**config.mk**
```make
export PLATFORM = sky130hd
export DESIGN_NAME = instr_encoder
export DESIGN_NICKNAME = d
export VERILOG_FILES = /design/src/rtl/instr_encoder.sv
export SDC_FILE = /design/constraint.sdc
export NUM_CORES = 1
export LEC_CHECK = 0
export CAP_MARGIN = 30
export CORE_UTILIZATION = 24
export CTS_CLUSTER_SIZE = 28
export DETAILED_ROUTE_END_ITERATION = 12
export GPL_ROUTABILITY_DRIVEN = 0
export PLACE_DENSITY = 0.48
export SETUP_SLACK_MARGIN = 0.5
export SKIP_LAST_GASP = 1
export SLEW_MARGIN = 20
export SYNTH_ARGS = -nofsm -noshare
export SYNTH_HDL_FRONTEND = slang
export SYNTH_SLANG_ARGS = --single-unit
```
**constraint.sdc**
```tcl
create_clock -name clk -period 2.2 [get_ports clk]
set_input_delay 0.55 -clock clk [delete_from_list [all_inputs] [get_ports clk]]
set_output_delay 0.55 -clock clk [all_outputs]
set_load 0.02 [all_outputs]
```
**src/rtl/instr_encoder.sv**
```systemverilog
// instr_encoder: accepts field-level RV32I instruction requests, range-checks them,
// packs each into a 32-bit word and writes it to instruction memory at consecutive
// word addresses starting at BASE_ADDR.
module instr_encoder #(
    parameter logic [31:0] BASE_ADDR = 32'h0000_0000,
    parameter int unsigned DEPTH     = 64,
    localparam int unsigned CW       = $clog2(DEPTH + 1)
) (
    input  logic          clk,
    input  logic          reset_n,
    input  logic          start,
    input  logic          req_valid,
    output logic          req_ready,
    input  logic [2:0]    req_cls,
    input  logic [2:0]    req_funct3,
    input  logic          req_funct7b5,
    input  logic [4:0]    req_rd,
    input  logic [4:0]    req_rs1,
    input  logic [4:0]    req_rs2,
    input  logic [31:0]   req_imm,
    input  logic          req_last,
    output logic          mem_we,
    output logic [31:0]   mem_addr,
    output logic [31:0]   mem_wdata,
    input  logic          mem_ready,
    output logic [CW-1:0] count,
    output logic          done,
    output logic          err
);

    localparam logic [6:0] OpLoad   = 7'b0000011;
    localparam logic [6:0] OpStore  = 7'b0100011;
    localparam logic [6:0] OpReg    = 7'b0110011;
    localparam logic [6:0] OpBranch = 7'b1100011;
    localparam logic [6:0] OpImm    = 7'b0010011;
    localparam logic [6:0] OpJalr   = 7'b1100111;
    localparam logic [6:0] OpJal    = 7'b1101111;

    typedef enum logic [1:0] {StIdle, StRun, StDone} state_e;

    state_e        state_q, state_d;
    logic          mem_we_q, mem_we_d;
    logic [31:0]   mem_addr_q, mem_addr_d;
    logic [31:0]   mem_wdata_q, mem_wdata_d;
    logic [CW-1:0] count_q, count_d;
    logic          err_q, err_d;
    logic          last_seen_q, last_seen_d;
    // The outstanding word is the final one of the session.
    logic          last_pend_q, last_pend_d;

    logic signed [31:0] imm_s;
    logic [31:0]        enc;
    logic               rej;
    logic               fits12, fits_sh, fits_b, fits_j, is_shift;
    logic               xfer, complete;
    logic [31:0]        occupancy;

    assign imm_s    = req_imm;
    assign fits12   = (imm_s >= -2048) && (imm_s <= 2047);
    // Unsigned compare also rejects negative shift amounts.
    assign fits_sh  = (req_imm <= 32'd31);
    assign fits_b   = (imm_s >= -4096) && (imm_s <= 4094) && !req_imm[0];
    assign fits_j   = (imm_s >= -1048576) && (imm_s <= 1048574) && !req_imm[0];
    assign is_shift = (req_funct3 == 3'b001) || (req_funct3 == 3'b101);

    // Pack the request into an instruction word and flag out-of-range fields.
    always_comb begin
        enc = '0;
        rej = 1'b0;
        unique case (req_cls)
            3'd0: begin
                enc = {req_imm[11:0], req_rs1, req_funct3, req_rd, OpLoad};
                rej = !fits12;
            end
            3'd1: begin
                enc = {req_imm[11:5], req_rs2, req_rs1, req_funct3, req_imm[4:0], OpStore};
                rej = !fits12;
            end
            3'd2: begin
                enc = {1'b0, req_funct7b5, 5'b0, req_rs2, req_rs1, req_funct3, req_rd, OpReg};
            end
            3'd3: begin
                enc = {req_imm[12], req_imm[10:5], req_rs2, req_rs1, req_funct3,
                       req_imm[4:1], req_imm[11], OpBranch};
                rej = !fits_b;
            end
            3'd4: begin
                if (is_shift) begin
                    enc = {1'b0, req_funct7b5, 5'b0, req_imm[4:0], req_rs1, req_funct3,
                           req_rd, OpImm};
                    rej = !fits_sh;
                end else begin
                    enc = {req_imm[11:0], req_rs1, req_funct3, req_rd, OpImm};
                    rej = !fits12;
                end
            end
            3'd5: begin
                enc = {req_imm[11:0], req_rs1, 3'b000, req_rd, OpJalr};
                rej = !fits12;
            end
            3'd6: begin
                enc = {req_imm[20], req_imm[10:1], req_imm[11], req_imm[19:12], req_rd, OpJal};
                rej = !fits_j;
            end
            3'd7: begin
                rej = 1'b1;
            end
        endcase
    end

    // Words written plus the one still in the output register.
    assign occupancy = 32'(count_q) + 32'(mem_we_q);
    assign req_ready = (state_q == StRun) && (!mem_we_q || mem_ready) &&
                       (occupancy < DEPTH) && !last_seen_q;
    assign xfer      = req_valid && req_ready;
    assign complete  = mem_we_q && mem_ready;

    // Session FSM and write-pointer next-state.
    always_comb begin
        state_d     = state_q;
        mem_we_d    = mem_we_q;
        mem_addr_d  = mem_addr_q;
        mem_wdata_d = mem_wdata_q;
        count_d     = count_q;
        err_d       = err_q;
        last_seen_d = last_seen_q;
        last_pend_d = last_pend_q;
        unique case (state_q)
            StIdle, StDone: begin
                if (start) begin
                    state_d     = StRun;
                    count_d     = '0;
                    err_d       = 1'b0;
                    mem_addr_d  = BASE_ADDR;
                    last_seen_d = 1'b0;
                    last_pend_d = 1'b0;
                end
            end
            StRun: begin
                if (complete) begin
                    count_d    = count_q + CW'(1);
                    mem_addr_d = mem_addr_q + 32'd4;
                    mem_we_d   = 1'b0;
                    if (last_pend_q || (32'(count_q) + 32'd1 == DEPTH)) begin
                        state_d = StDone;
                    end
                end
                if (xfer) begin
                    if (req_last) begin
                        last_seen_d = 1'b1;
                    end
                    if (rej) begin
                        err_d = 1'b1;
                        // A rejected final request has nothing left to write.
                        if (req_last) begin
                            state_d = StDone;
                        end
                    end else begin
                        mem_we_d    = 1'b1;
                        mem_wdata_d = enc;
                        last_pend_d = req_last;
                    end
                end
            end
            default: state_d = StIdle;
        endcase
    end

    // State registers with synchronous active-low reset.
    always_ff @(posedge clk) begin
        if (!reset_n) begin
            state_q     <= StIdle;
            mem_we_q    <= 1'b0;
            mem_addr_q  <= BASE_ADDR;
            mem_wdata_q <= '0;
            count_q     <= '0;
            err_q       <= 1'b0;
            last_seen_q <= 1'b0;
            last_pend_q <= 1'b0;
        end else begin
            state_q     <= state_d;
            mem_we_q    <= mem_we_d;
            mem_addr_q  <= mem_addr_d;
            mem_wdata_q <= mem_wdata_d;
            count_q     <= count_d;
            err_q       <= err_d;
            last_seen_q <= last_seen_d;
            last_pend_q <= last_pend_d;
        end
    end

    assign mem_we    = mem_we_q;
    assign mem_addr  = mem_addr_q;
    assign mem_wdata = mem_wdata_q;
    assign count     = count_q;
    assign done      = (state_q == StDone);
    assign err       = err_q;

endmodule

```
==> results.cfg, run 1 <==
[critical_path]
endpoint = mem_wdata[6]
critPathRequiredTime_ps = 2440
start_kind = primary input
r2r_end = state_q[0]
crit_arrival_ps = 2300
rr_startpoint = count[3]
startpoint = req_imm[8]
crit_path_max_fanout = 3
crit_type = primary input to flip-flop
r2r_cells = 7
end_kind = flip-flop
rrSetupSlack_ps = 280

[drt]
ant_nets = 0
drt_pass1_iterations = 4
drt-total-wl_um = 14100
drc = 0
vias_per_cell = 4.74
wl_per_cell_um = 15.4
drt-initial-drc-count = 157
num_vias = 4337

[logic_synthesis]
yosysMostFrequentCell = dfxtp_1
seq_area_frac_synth_pct = 38.7
synth-edff-count = 0
synthArstFlopShare_pct = 0
syn_avg_cell_area_um2 = 8.06
ys_top_cells_by_count = dfxtp_1, nand2_1, nor2_1
ys.flop_type = dfxtp_1
synth.distinct_cells = 59
yosys_warnings = 0
syn_inst = 475
syn_area_um2 = 3830
ys_seq_elements = 74
synth.top_cell.area_share_pct = 38.7
yosys-top-cells-area = dfxtp_1, nand2_1, mux2i_1, nor2_1, a21oi_1
yosysTopAreaCell = dfxtp_1

[sta]
fmax_mhz = 485
hold_viol = 0
grt_setup_unrepaired = true
setup_viol = 0
period_needed_ps = 2060
finalClockSkew_ps = 9.44
fin_crit_sh_pct = 93.6
drv_slew = 0
setup_ws_ps = 140

[pwr]
ir_drop_v = 0.000340
power.switching_uw = 886
p_clk_share_pct = 42.1
pwr-share-seq_pct = 40.9
p_comb_share_pct = 17.0
p_int_mw = 2.45
p_leak_nw = 3.12
swShare_pct = 26.5
powerDensity_nw_per_um2 = 485

[cells_and_area]
area_growth_pct = 79.8
drive_gt1_share_pct = 35.4
fin_util_pct = 44.8
fillers = 1526
final_nets = 760

[clocking]
clock_latency_ps = 340
root_buffer = clkbuf_16
cts-hold-fix-buffers = 0
clockBufferDepth = 2
cts-buffers-inserted = 9
htreeDepth = 3
tritoncts = built
clk_pin_slew_worst_paths_ps = 60
clock-sinks = 74

[global_route]
grt_pass1_wl_um = 22300
antenna_found_initial = 2
grt_pass1_vias = 4322
grt_usage_pct = 17.4
grt_max_degree = 29
grt-ovfl-total = 0

[run]
cap_violations = 0

[floorplanning]
die_x_um = 128
core_area_um2 = 15400
die_area_um2 = 16500
start_util_pct = 24.9
ios = 135
fp.dieH_um = 128
rows = 45

[placed_design]
portBuffers = 132
dp_slack_ps = -525
dp_hpwl_um = 10100

[outcome]
outcome = finished, final reports clean

[hold_path]
hp-class = primary input to flip-flop
## logic make-up (layout without fill, tap and decap cells)
group,count (synthesis),in the layout,synth area share (%)
xor gates and xnor gates,25,25,5.72
buffers and inverters,42,268,5.00
adders and majority gates,2,2,0.653
other,1,3,0.0979
and+or+nand+nor,202,203,26.0
DFF,74,74,38.7
muxes,24,24,6.34
AOI/OAI and AO/OA,105,105,17.5
## power by group through the flow
stage	clock network [mW]	registers (mW)	logic, mW
2_1_floorplan	0	1.41	0.196
5_1_grt	1.50	1.37	0.612
6_report	1.41	1.37	0.566
3_5_place_dp	0	1.40	0.506
4_1_cts	1.44	1.37	0.528
3_3_place_gp	0	1.40	0.500
## registers in the layout, indices dropped and copies added, names as in the netlist
signal       count
last_pend_q      1
state_q          2
mem_addr        30
err              1
mem_wdata       31
last_seen_q      1
mem_we           1
count            7
## worst max-delay path: stages
cell and delay, ps:
buf_6 90, or4_4 530, nor3_4 160, o2111ai_2 170, a22oi_2 190, buf_4 140
buf_6 100, buf_6 100, a21oi_2 50, a311oi_2 210
## metal layers
metal	routed length, um	vias to the layer above	global-route usage, %
met5	11	-	0
met4	310	2	5.19
met3	875	24	5.63
met2	6920	129	30.2
met1	5980	2031	20.2
li1	-	2151	-
## metrics by stage
step | TNS (ps) | cells | power (mW) | instance area (um2) | hold slack (ps)
4_1_cts | 0 | 902 | 3.33 | 6530 | 455
6_report | 0 | 915 | 3.34 | 6880 | 451
3_3_place_gp | -20710 | 867 | 1.90 | 5980 | 448
5_1_grt | 0 | 914 | 3.48 | 6880 | 445
3_5_place_dp | -21940 | 867 | 1.91 | 5980 | 455
2_1_floorplan | 0 | 476 | 1.61 | 3980 | 437
## worst min path at each step
stage / from / end / depth (start not counted)
6_report: req_imm[8] / mem_wdata[28] / 3
5_1_grt: req_imm[8] / mem_wdata[28] / 3
4_1_cts: req_imm[8] / mem_wdata[28] / 3
3_5_place_dp: last_seen_q / last_seen_q / 2
3_3_place_gp: mem_wdata[20] / mem_wdata[20] / 2
2_1_floorplan: last_seen_q / last_seen_q / 2
## what timing repair did
item                       CTS  global route
gates cloned                 4             1
setup endpoints to repair  134            74
pin swaps                   39            42
setup buffers               15            11
gates resized for setup    207           103
hold endpoints to repair     0             0
## layout make-up
type / count / area (um2) / share of cell area (%)
diodes: 1 / 2.50 / 0.0364
clock buffers: 11 / 253 / 3.67
clock inverters: 5 / 28.8 / 0.418
inverters: 16 / 60.1 / 0.873
multi-input cells: 361 / 2670 / 38.8
flip-flops and latches: 74 / 1510 / 22.0
well taps: 211 / 264 / 3.84
repair buffers: 236 / 2090 / 30.4
## cells in the final DEF, fill, tap and decap left out, types with 6 or more instances in the layout
cell type         n
buf_4            79
dlygate4sd2_1    68
nand2_1          60
dfxtp_1          58
nor2_1           45
clkdlybuf4s50_1  26
o21ai_0          22
mux2i_1          22
buf_6            22
a21oi_1          19
xor2_1           16
clkbuf_2         15
inv_1            14
a21oi_2          13
nand3_1          12
dfxtp_2          11
clkbuf_16        10
clkdlybuf4s15_1  10
or3_1             9
nand4_1           9
a221oi_1          8
a211oi_2          7
xnor2_1           7
o211ai_1          6
buf_2             6
Power figures use the tool's default switching activity.
==> run 2, diff against run 1 <==
--- a/config.mk
+++ b/config.mk
@@ -7,6 +7,7 @@
 export LEC_CHECK = 0
 export CAP_MARGIN = 30
 export CORE_UTILIZATION = 24
+export CTS_BUF_LIST = sky130_fd_sc_hd__clkbuf_16
 export CTS_CLUSTER_SIZE = 28
 export DETAILED_ROUTE_END_ITERATION = 12
 export GPL_ROUTABILITY_DRIVEN = 0
==> results.cfg, run 2 (synthesis results as in run 1) <==
[sta]
hold_viol = 0
drv_slew = 0
fin_crit_sh_pct = 93.7
tns_ps = 0
finalClockSkew_ps = 8.70
setup_ws_ps = 139
fmax_mhz = 485
grt_setup_unrepaired = true
setup_viol = 0
period_needed_ps = 2060

[placed_design]
dp_slack_ps = -525
dpl_cell_area_um2 = 5980
dp_hpwl_um = 10100
portBuffers = 132

[global_route]
grt_pass1_wl_um = 22400
grt_max_degree = 29
grt_usage_pct = 17.4
grt_pass1_vias = 4348
antenna_found_initial = 2
grt-ovfl-total = 0

[hold_path]
min_path_cells = 3
worstHoldStart = req_imm[8]
min_to = mem_wdata[28]
hp-class = primary input to flip-flop

[critical_path]
end_kind = flip-flop
critPathBufInv = 4
slowest_stage = or4_4
r2r_end = state_q[0]
worstPathCellList = buf_6, or4_4, nor3_4, o2111ai_2, a22oi_2, buf_4, buf_6, buf_6, a21oi_2, a311oi_2
critPathRequiredTime_ps = 2440
cpPeakStageDelay_ps = 530
rrSetupSlack_ps = 280
path_delay_family = simple AND/OR/NAND/NOR gates
crit_path_max_fanout = 3
path_common_cell = buf_6
r2r_cells = 7
start_kind = primary input
rr_startpoint = count[3]
crit_type = primary input to flip-flop
crit_arrival_ps = 2310

[cells_and_area]
drive_gt1_share_pct = 35.5
final_nets = 761
fillers = 1528
final_cell_mix = buf_4, dlygate4sd2_1, nand2_1
fin_util_pct = 44.7
ff_latch_area_um2 = 1510
largest_reg_flops = 31
final_common_cell = buf_4
fin_area_um2 = 6860
multi_input_comb_area_um2 = 2670
area_growth_pct = 79.3

[drt]
drc = 0
wl_per_cell_um = 15.3
drt-total-wl_um = 14000
num_vias = 4350
vias_per_cell = 4.75
drt_pass1_iterations = 4
ant_nets = 0
drt-initial-drc-count = 177

[pwr]
ir_drop_v = 0.000340
total_power_mw = 3.26
powerDensity_nw_per_um2 = 476
p_leak_nw = 3.11

[clocking]
tritoncts = built
htreeDepth = 3
clock-sinks = 74
cts-buffers-inserted = 9
clk_pin_slew_worst_paths_ps = 60
root_buffer = clkbuf_16
clock_latency_ps = 350
clockBufferDepth = 2

[floorplanning]
rows = 45
ios = 135
die_area_um2 = 16500
core_area_um2 = 15400
die_x_um = 128
fp.dieH_um = 128
start_util_pct = 24.9

[run]
cap_violations = 0

[outcome]
outcome = finished, final reports clean
-- run 2: what timing repair did --
item                       in CTS  in global routing
hold buffers                    0                  0
buffers inserted               16                 11
gates resized for setup       208                103
setup endpoints to repair     134                 75
hold endpoints to repair        0                  0
gates cloned                    4                  1
pin swaps                      39                 42
-- run 2: layer usage --
layer	up-vias	share of wire (%)	GRT usage (%)
met5	-	0.078	0
met4	2	2.2	5.19
met3	26	6.4	5.63
met2	126	49	30.4
li1	2152	-	-
met1	2044	42	20.3
-- run 2: how the worst max path moves through the flow --
stage                          to         from  depth (start not counted)
global route         mem_wdata[6]  req_imm[30]                         10
CTS                  mem_wdata[6]   req_imm[7]                         10
floorplan           mem_wdata[10]  req_imm[13]                          7
global placement     mem_wdata[6]   req_imm[9]                          8
detailed placement  mem_wdata[11]   req_imm[9]                          8
finish               mem_wdata[6]   req_imm[8]                         10
-- run 2: report_power, final --
part | leakage (nW) | switching (mW) | internal [mW]
clock | 0.134 | 0.584 | 0.749
sequential | 0.607 | 0.0137 | 1.35
combinational | 2.37 | 0.283 | 0.282
-- run 2: tightest hold or removal path: stages --
cell and delay [ps]:
buf_6 90, nand2_1 50, mux2i_1 50
-- run 2: area by class of cell --
type | count | share of cell area (%)
sequential | 74 | 22.0
antenna | 1 | 0.0365
timing repair buffer | 237 | 30.5
tap | 211 | 3.85
clock inverter | 7 | 0.529
inverter | 16 | 0.875
multi-input combinational | 361 | 38.9
clock buffer | 9 | 3.28
-- run 2: per-stage QoR --
| step | hold slack [ps] | instances |
|---|---|---|
| after detailed placement | 455 | 867 |
| after global placement | 448 | 867 |
| after floorplan | 437 | 476 |
| after global routing | 445 | 915 |
| after CTS | 455 | 903 |
| final | 449 | 916 |
